$ cat config.mk
export PLATFORM = sky130hd
export DESIGN_NAME = irq_ctrl
export DESIGN_NICKNAME = d
export VERILOG_FILES = /design/src/rtl/irq_ctrl.sv
export SDC_FILE = /design/constraint.sdc
export NUM_CORES = 1
export LEC_CHECK = 0
export ABC_AREA = 1
export BUFFER_PORTS_ARGS = -buffer_cell sky130_fd_sc_hd__buf_2
export CORE_ASPECT_RATIO = 0.8
export CORE_MARGIN = 2
export CORE_UTILIZATION = 50
export DETAILED_ROUTE_END_ITERATION = 10
export PLACE_DENSITY = 0.83
export SYNTH_ARGS = -nofsm -noshare
export SYNTH_HDL_FRONTEND = slang
export SYNTH_SLANG_ARGS = --single-unit
$ cat constraint.sdc
create_clock -name clk -period 7.35 [get_ports clk]
set_input_delay 0.735 -clock clk [delete_from_list [all_inputs] [get_ports clk]]
set_output_delay 0.735 -clock clk [all_outputs]
set_load 0.01 [all_outputs]
$ cat src/rtl/irq_ctrl.sv
// Edge-triggered interrupt controller: fixed-priority take, handler vectoring and
// mret return, both steered into fetch through the PC-override path.
module irq_ctrl #(
  parameter int          NUM_IRQ    = 4,
  parameter logic [31:0] VEC_BASE   = 32'h0000_0100,
  parameter logic [31:0] VEC_STRIDE = 32'h0000_0010
) (
  input  logic               clk,
  input  logic               rst,
  input  logic [NUM_IRQ-1:0] irq_in,
  input  logic [31:0]        fetch_pc,
  input  logic               stall,
  input  logic               pc_next_sel,
  input  logic               mret,
  input  logic               cfg_we,
  input  logic [1:0]         cfg_addr,
  input  logic [31:0]        cfg_wdata,
  output logic [31:0]        cfg_rdata,
  output logic               interrupt_en,
  output logic [31:0]        interrupt_handling_addr,
  output logic [2:0]         irq_id,
  output logic               in_isr
);

  typedef enum logic [1:0] {S_IDLE, S_TAKE, S_ISR, S_RET} state_t;

  state_t             state_q;
  logic [NUM_IRQ-1:0] pending_q, pending_d;
  logic [NUM_IRQ-1:0] prev_irq_q;
  logic [NUM_IRQ-1:0] mask_q;
  logic               gie_q;
  logic [31:0]        epc_q;
  logic [31:0]        addr_q;
  logic [2:0]         irq_id_q;
  logic               in_isr_q;

  logic [NUM_IRQ-1:0] eligible;
  logic [NUM_IRQ-1:0] take_clr;
  logic [NUM_IRQ-1:0] cfg_clr;
  logic [2:0]         win_idx;
  logic               take;
  logic [31:0]        vec_addr;
  logic               unused_wdata;

  assign unused_wdata = ^cfg_wdata[31:NUM_IRQ];

  // Lowest index wins: scan downwards so the last hit is the smallest index.
  always_comb begin
    eligible = gie_q ? (pending_q & mask_q) : '0;
    win_idx  = '0;
    for (int i = NUM_IRQ - 1; i >= 0; i--) begin
      if (eligible[i]) win_idx = 3'(i);
    end
    take     = (state_q == S_IDLE) && (|eligible);
    vec_addr = VEC_BASE + 32'(win_idx) * VEC_STRIDE;
  end

  // A new rising edge beats any clear landing on the same bit.
  always_comb begin
    take_clr = '0;
    for (int i = 0; i < NUM_IRQ; i++) begin
      take_clr[i] = take && (win_idx == 3'(i));
    end
    cfg_clr   = (cfg_we && (cfg_addr == 2'd2)) ? cfg_wdata[NUM_IRQ-1:0] : '0;
    pending_d = (pending_q & ~(take_clr | cfg_clr)) | (irq_in & ~prev_irq_q);
  end

  always_ff @(posedge clk or posedge rst) begin
    if (rst) begin
      pending_q  <= '0;
      prev_irq_q <= '0;
      mask_q     <= '0;
      gie_q      <= 1'b0;
    end else begin
      pending_q  <= pending_d;
      prev_irq_q <= irq_in;
      if (cfg_we && (cfg_addr == 2'd0)) mask_q <= cfg_wdata[NUM_IRQ-1:0];
      if (cfg_we && (cfg_addr == 2'd1)) gie_q  <= cfg_wdata[0];
    end
  end

  assign interrupt_en = ((state_q == S_TAKE) || (state_q == S_RET)) && !stall && !pc_next_sel;

  always_ff @(posedge clk or posedge rst) begin
    if (rst) begin
      state_q  <= S_IDLE;
      epc_q    <= '0;
      addr_q   <= '0;
      irq_id_q <= '0;
      in_isr_q <= 1'b0;
    end else begin
      case (state_q)
        S_IDLE: if (take) begin
          irq_id_q <= win_idx;
          addr_q   <= vec_addr;
          state_q  <= S_TAKE;
        end
        S_TAKE: if (interrupt_en) begin
          epc_q    <= fetch_pc + 32'd4;
          in_isr_q <= 1'b1;
          state_q  <= S_ISR;
        end
        S_ISR: if (mret) begin
          addr_q  <= epc_q;
          state_q <= S_RET;
        end
        S_RET: if (interrupt_en) begin
          in_isr_q <= 1'b0;
          state_q  <= S_IDLE;
        end
        default: state_q <= S_IDLE;
      endcase
    end
  end

  always_comb begin
    cfg_rdata = '0;
    case (cfg_addr)
      2'd0:    cfg_rdata[NUM_IRQ-1:0] = mask_q;
      2'd1:    cfg_rdata[0]           = gie_q;
      2'd2:    cfg_rdata[NUM_IRQ-1:0] = pending_q;
      default: cfg_rdata              = epc_q;
    endcase
  end

  assign interrupt_handling_addr = addr_q;
  assign irq_id                  = irq_id_q;
  assign in_isr                  = in_isr_q;

endmodule

---- Word level (Yosys, flattened, before mapping) ----
Cells that the tools add are included.
storage, ports and cells
  register bits ........................... 83
cells by class
  reductions and logical operators ........ 25
  $add $sub $neg .......................... 2
  mux-type cells .......................... 20
  eq/ne operators ......................... 12
  bitwise operators ....................... 7
operators by type and width
  cell                                           number
  two-way mux 32 bit                             2
  one-hot mux 32 bit (2 select lines)            1
  adder 32 x 3 -> 32 bit, second input constant  1
  two-way mux 28 bit                             1
  AND 4 bit                                      3
  adder 9 x 7 -> 10 bit, first input constant    1
  logical AND 1 bit                              10
  two-way mux 2 bit                              5
  two-way mux 3 bit                              3
  one-hot mux 3 bit (3 select lines)             1
  two-way mux 4 bit                              2
  != test 2 bit, second input constant           4
  NOT 4 bit                                      2
  bitwise OR 4 bit                               2
  one-hot mux 2 bit (4 select lines)             1
  == test 2 bit, second input constant           3
  == test 3 x 2 -> 1 bit, second input constant  2
  AND reduction 3 bit                            2
  == test 2 x 1 -> 1 bit, second input constant  2
  zero test 2 bit                                2
  AND reduction 2 bit                            2
  AND reduction 4 bit                            1
  nonzero test 2 bit                             2
  OR reduction 4 bit                             1
  other kinds (8)                                10

---- Longest topological paths before layout ----
  depth in word-level cells ............... 12
  depth in mapped cells ................... 10
  depth with buffers taken out ............ 10

---- Least setup slack after synthesis ----
Ideal clock, no wire load.
  path kind ............................... in2out
  from .................................... in cfg_addr[1]
  to ...................................... out cfg_rdata[0]
  data required time ...................... 6.615 ns
  buffers on the path ..................... 0
  stages .................................. 4
  setup slack ............................. 5.330 ns
  data arrival time ....................... 1.285 ns
  path through ............................ inv_1 nor2_1 a221oi_1 o21ai_0
on the way
  word-level cells in the longest chain between the ends .. 2
  elaborated cells between the ends (all ways) .. 4
  classes of those cells .................. 2 x eq/ne; 1 x mux; 1 x reduce/logical
RTL lines
  what                                   RTL line  text
  start, declared                        16        input logic [1:0] cfg_addr,
  == test 2 bit (tied with other cells)  118       case (cfg_addr)
  one-hot mux 1 bit (3 select lines) *   118
  end, declared                          18        output logic [31:0] cfg_rdata,
Every way passes the cells marked *; elsewhere a longest branch is shown, timed or not.

---- Final worst setup path ----
  from .................................... in cfg_addr[0]
  to ...................................... out cfg_rdata[3]
on the way
  word-level cells in the longest chain between the ends .. 2
  elaborated cells between the ends (all ways) .. 4
  classes of those cells .................. 2 x eq/ne; 1 x mux; 1 x reduce/logical
RTL lines
  what                                   RTL line
  == test 2 bit (tied with other cells)  118
  one-hot mux 3 bit (3 select lines) *   118
Marked as above.

==> results.md <==
- The run finished with clean final reports.
- Based on the critical path, the design can be clocked at up to approximately 360 MHz.
- At the later pin of the worst-skew pair, clock insertion delay measures between 300 and 400 ps.
- The layout cell share with drive strength beyond 1 is 22.6%.
- The count of final max-slew check failures was 0.
- In the final timing run, aggregate negative setup slack is 0 ps.
- The share of the Yosys chip area taken by registers is 47.0%.
- The quantity of hold-fixing buffers added after cts is 0.
- Among the stages of the critical path, the cell type that occurs most often is buf_2.
- For this run, global-route usage on met1 was measured as 35.3%.
- The total non-filler cell area in the finished layout is roughly 5200 um2.
- The total setup buffers inserted after CTS is 0.
- The non-filler instance count after layout is 817.
- The tree built by TritonCTS fans out to 82 sinks.
- The net count of the mapped netlist is 669.
- The proportion of power drawn by combinational gates is 39.5%.
- CTS placed an instance of clkbuf_8 at the clock tree root.
- The mean number of vias per cell is slightly below 5.
- The synthesized design spends more area on one cell type than any other, namely dfrtp_1.
- Per report_power, the clock group accounts for between 10% and 20% of the total.
- Once layout is complete, the utilization of the core stands at between 60% and 70%.
- Of all flip-flops after synthesis, the portion carrying an async set or reset was 100%.
- Data on the critical path is required at its endpoint by between 6000 and 7000 ps.
- The number of gates resized after CTS was 0.
- The mean post-synth cell area is roughly 7.4 um2.
- The total area inside the core boundary comes to ~8500 um2.
- The normalized max-slew margin is approximately 27%.
- The final hold violation count is 0.
- The die outline width is roughly 110 um.
- The relative area change from synthesis to final layout is 18.8%.
- The die outline area is around 9500 um2.
- Once the floorplan was initialized, standard cells occupied 51.5% of the core.
- The final weighted congestion in routability-driven placement is slightly above 0.9.
- The count of flip-flops with a built-in enable after synthesis is 0.
- In this run the count of I/O pins placed on the die edge is around 150.
- The routed design has roughly 11 mm of wire.
- Global routing consumed, over all layers together, 24.4% of the routing resources.
- The number of DRC violations after detailed routing is 0.
- The critical setup path kind is input port to primary output.
- Setup violations remaining at the end of the flow were counted as 0.
- Walking the worst path, the cells encountered are buf_2, nand2_1, o211ai_1, buf_2.
- The startpoint class of the critical path is an input port.
- Entering global routing, the biggest net connects 83 pins.
- After clock tree synthesis, the clock-pin slew on the worst setup and hold paths is ~80 ps.
- The minimum setup slack among reg-to-reg paths is between 5000 and 6000 ps.
- The most used flip-flop cell after synthesis is dfrtp_1.
- Per report_power, the sequential group accounts for between 40% and 50% of the total.
- The number of detailed-routing iterations run before antenna repair is 5.
- Among all stages on the critical path, the largest delay is contributed by nand2_1.
- The static leakage power is 2.88 nW.
- Counting tap cells, the placed design contains a total of roughly 800 instances.
- The height of the chip is a little under 90 um.
- The via count of the first global-routing pass came to just under 4000.
- The cell count after synthesis is 588.
- The H-tree generated during clock tree synthesis spans 3 levels.
- The class of the tightest hold or removal check is register to register.
- The HPWL after detailed placement is 8.46 mm.
- The initial antenna violation count is 0.
- The global-route met2 utilization is around two fifths.
- In the final routed layout, each cell accounts on average for between 10 and 15 um.
- The worst setup path is captured at a primary output.
- The via count of the routed design is between 4000 and 5000.
- The wire length of the first global-routing pass is roughly 18 mm.
- In this run the power spent charging and discharging nets is 0.728 mW.
- Total power for the finished layout comes to roughly 1.7 mW.
- The combined buffer and inverter count along the critical path is 2.
- The switching fraction of total power is 41.8%.
- The total clock buffers created by CTS is 9.
- Setup repair after global routing left no endpoint under its margin.
- The layout has a little under 800 filler cells.
- The number of placement rows is 30.
- The busiest metal layer after global routing is met2.
- The number of warnings reported in the yosys synthesis log is 0.
- The number of synthesized register bits is a little over 80.
- The final-stage net count is slightly below 800.
- The number of max-cap violations is 0.
- For the final database, setup skew stands at ~10 ps.
- The number of antenna repair diodes is 0.
- Counting along the longest clock path gives a buffer depth of 2.
- The TritonCTS clock tree is done.
- The maximum fanout along the worst path is 32.
- The routed design could run at a clock period as short as 2800 ps.
- The final critical path takes up a little under two fifths of the cycle.
- The stage delay of the slowest cell on the critical path is 610 ps.
- Summing all placed instances gives a cell area of about 5000 um2.
- The number of buffers added on ports is 115.
- After synthesis, the largest area contributor takes up a little under half of total cell area.
- In this run, distinct cell masters in the synthesized netlist total 32.
- For met3 alone, demand over resource in global routing was under 10%.
- The starting DRC count in detailed routing is roughly 260.
- After synthesis the cells add up to roughly 4400 um2.
- Once detail routing completed, the nets flagged for antenna violations numbered 0.
- IR analysis of the VDD net gives a maximum drop of 153 uV.
- For the pin with the worst max-slew slack, the measured transition is 1090 ps.
- The internal portion of the total power is around 1.0 mW.
- The data arrival time of the critical path is between 2000 and 2500 ps.
- Summed over all layers, the global routing overflow is 0.
- The power per cell area is about 340 nW/um2.
- The kind of cell adding the most delay to the critical path is simple AND/OR/NAND/NOR gates.
- Ranked by total cell area, the synthesized netlist is headed by dfrtp_1, nand2_1, inv_1.
## area by class of cell
class	count	area (um2)	share of cell area, %
Clock buffer	9	124	2.39
Inverter	83	313	6.03
Clock inverter	7	60.1	1.16
Multi-Input combinational cell	407	1910	36.8
Sequential cell	82	2050	39.6
Tap cell	112	140	2.70
Timing Repair Buffer	117	591	11.4
## Yosys cell counts (all sizes together), types with 2 or more instances
library cell	n
mux2	2
o211ai	3
o21bai	3
nand3	36
o21ai	66
inv	83
dfrtp	82
ha	5
clkbuf	8
or2	3
nand2	193
buf	8
nor2	76
xor2	11
## routing by layer
layer / wire [um] / part of all wire, %
met5: 0 / 0
met4: 129 / 1.2
met3: 626 / 5.7
met2: 4820 / 44
met1: 5470 / 49
## power by group through the flow
stage / clock network (mW) / logic [mW] / registers (mW)
floorplan: 0 / 0.419 / 0.780
global placement: 0 / 0.659 / 0.746
detailed placement: 0 / 0.690 / 0.757
CTS: 0.312 / 0.693 / 0.749
global route: 0.328 / 0.782 / 0.770
finish: 0.303 / 0.688 / 0.751
## final timing paths
kind | startpoint | end | depth (start not counted)
worst max-delay path | cfg_addr[0] | cfg_rdata[3] | 4
worst min-delay path | prev_irq_q[1]$_DFF_PP0_ | pending_q[1]$_DFF_PP0_ | 1
max in group asynchronous | rst | interrupt_handling_addr[20]$_DFFE_PP0P_ | 3
worst min register to register | prev_irq_q[1]$_DFF_PP0_ | pending_q[1]$_DFF_PP0_ | 1
min in group asynchronous | rst | irq_id[1]$_DFFE_PP0P_ | 3
worst max register to register | state_q[1]$_DFFE_PP0P_ | epc_q[10]$_DFFE_PP0P_ | 8
## logic make-up (layout without fill, tap and decap cells)
group	Yosys count	in the layout	synth area share [%]
and+or+nand+nor	312	312	29.3
buffers and inverters	99	216	9.34
DFF	82	82	47.0
AOI/OAI and AO/OA	76	76	10.1
xor gates and xnor gates	11	11	2.21
adders and majority gates	5	5	1.43
muxes	2	2	0.516
other	1	1	0.0859
## placed cells by master (no fill, tap or decap), types with 5 or more instances in the layout
master and instances:
buf_2 115, clkbuf_8 9, dfrtp_1 82, ha_1 5, inv_1 82, nand2_1 192, nand3_1 32, nor2_1 71
nor2_2 5, o21ai_0 52, o21ai_2 10, xor2_1 11
## flip-flops by register name (all words and copies together) (netlist names)
signal	count
prev_irq_q	4
gie_q	1
mask_q	4
state_q	2
epc_q	32
in_isr	1
interrupt_handling_addr	32
irq_id	2
pending_q	4
## worst reg2reg max path, delay by kind of cell, from the launching register on
family	cells	cell delay, ps
fa+ha+maj	1	160
compound gates	1	100
simple gates	2	270
flops	1	420
buf+inv	4	940
## metrics by stage
step,hold slack (ps),setup WS (ps)
after floorplan,400,4510
after global placement,403,4530
after detailed placement,413,4550
after CTS,425,4540
after global routing,447,4390
final,423,4550
No activity file was read; power rests on OpenSTA's default activity.
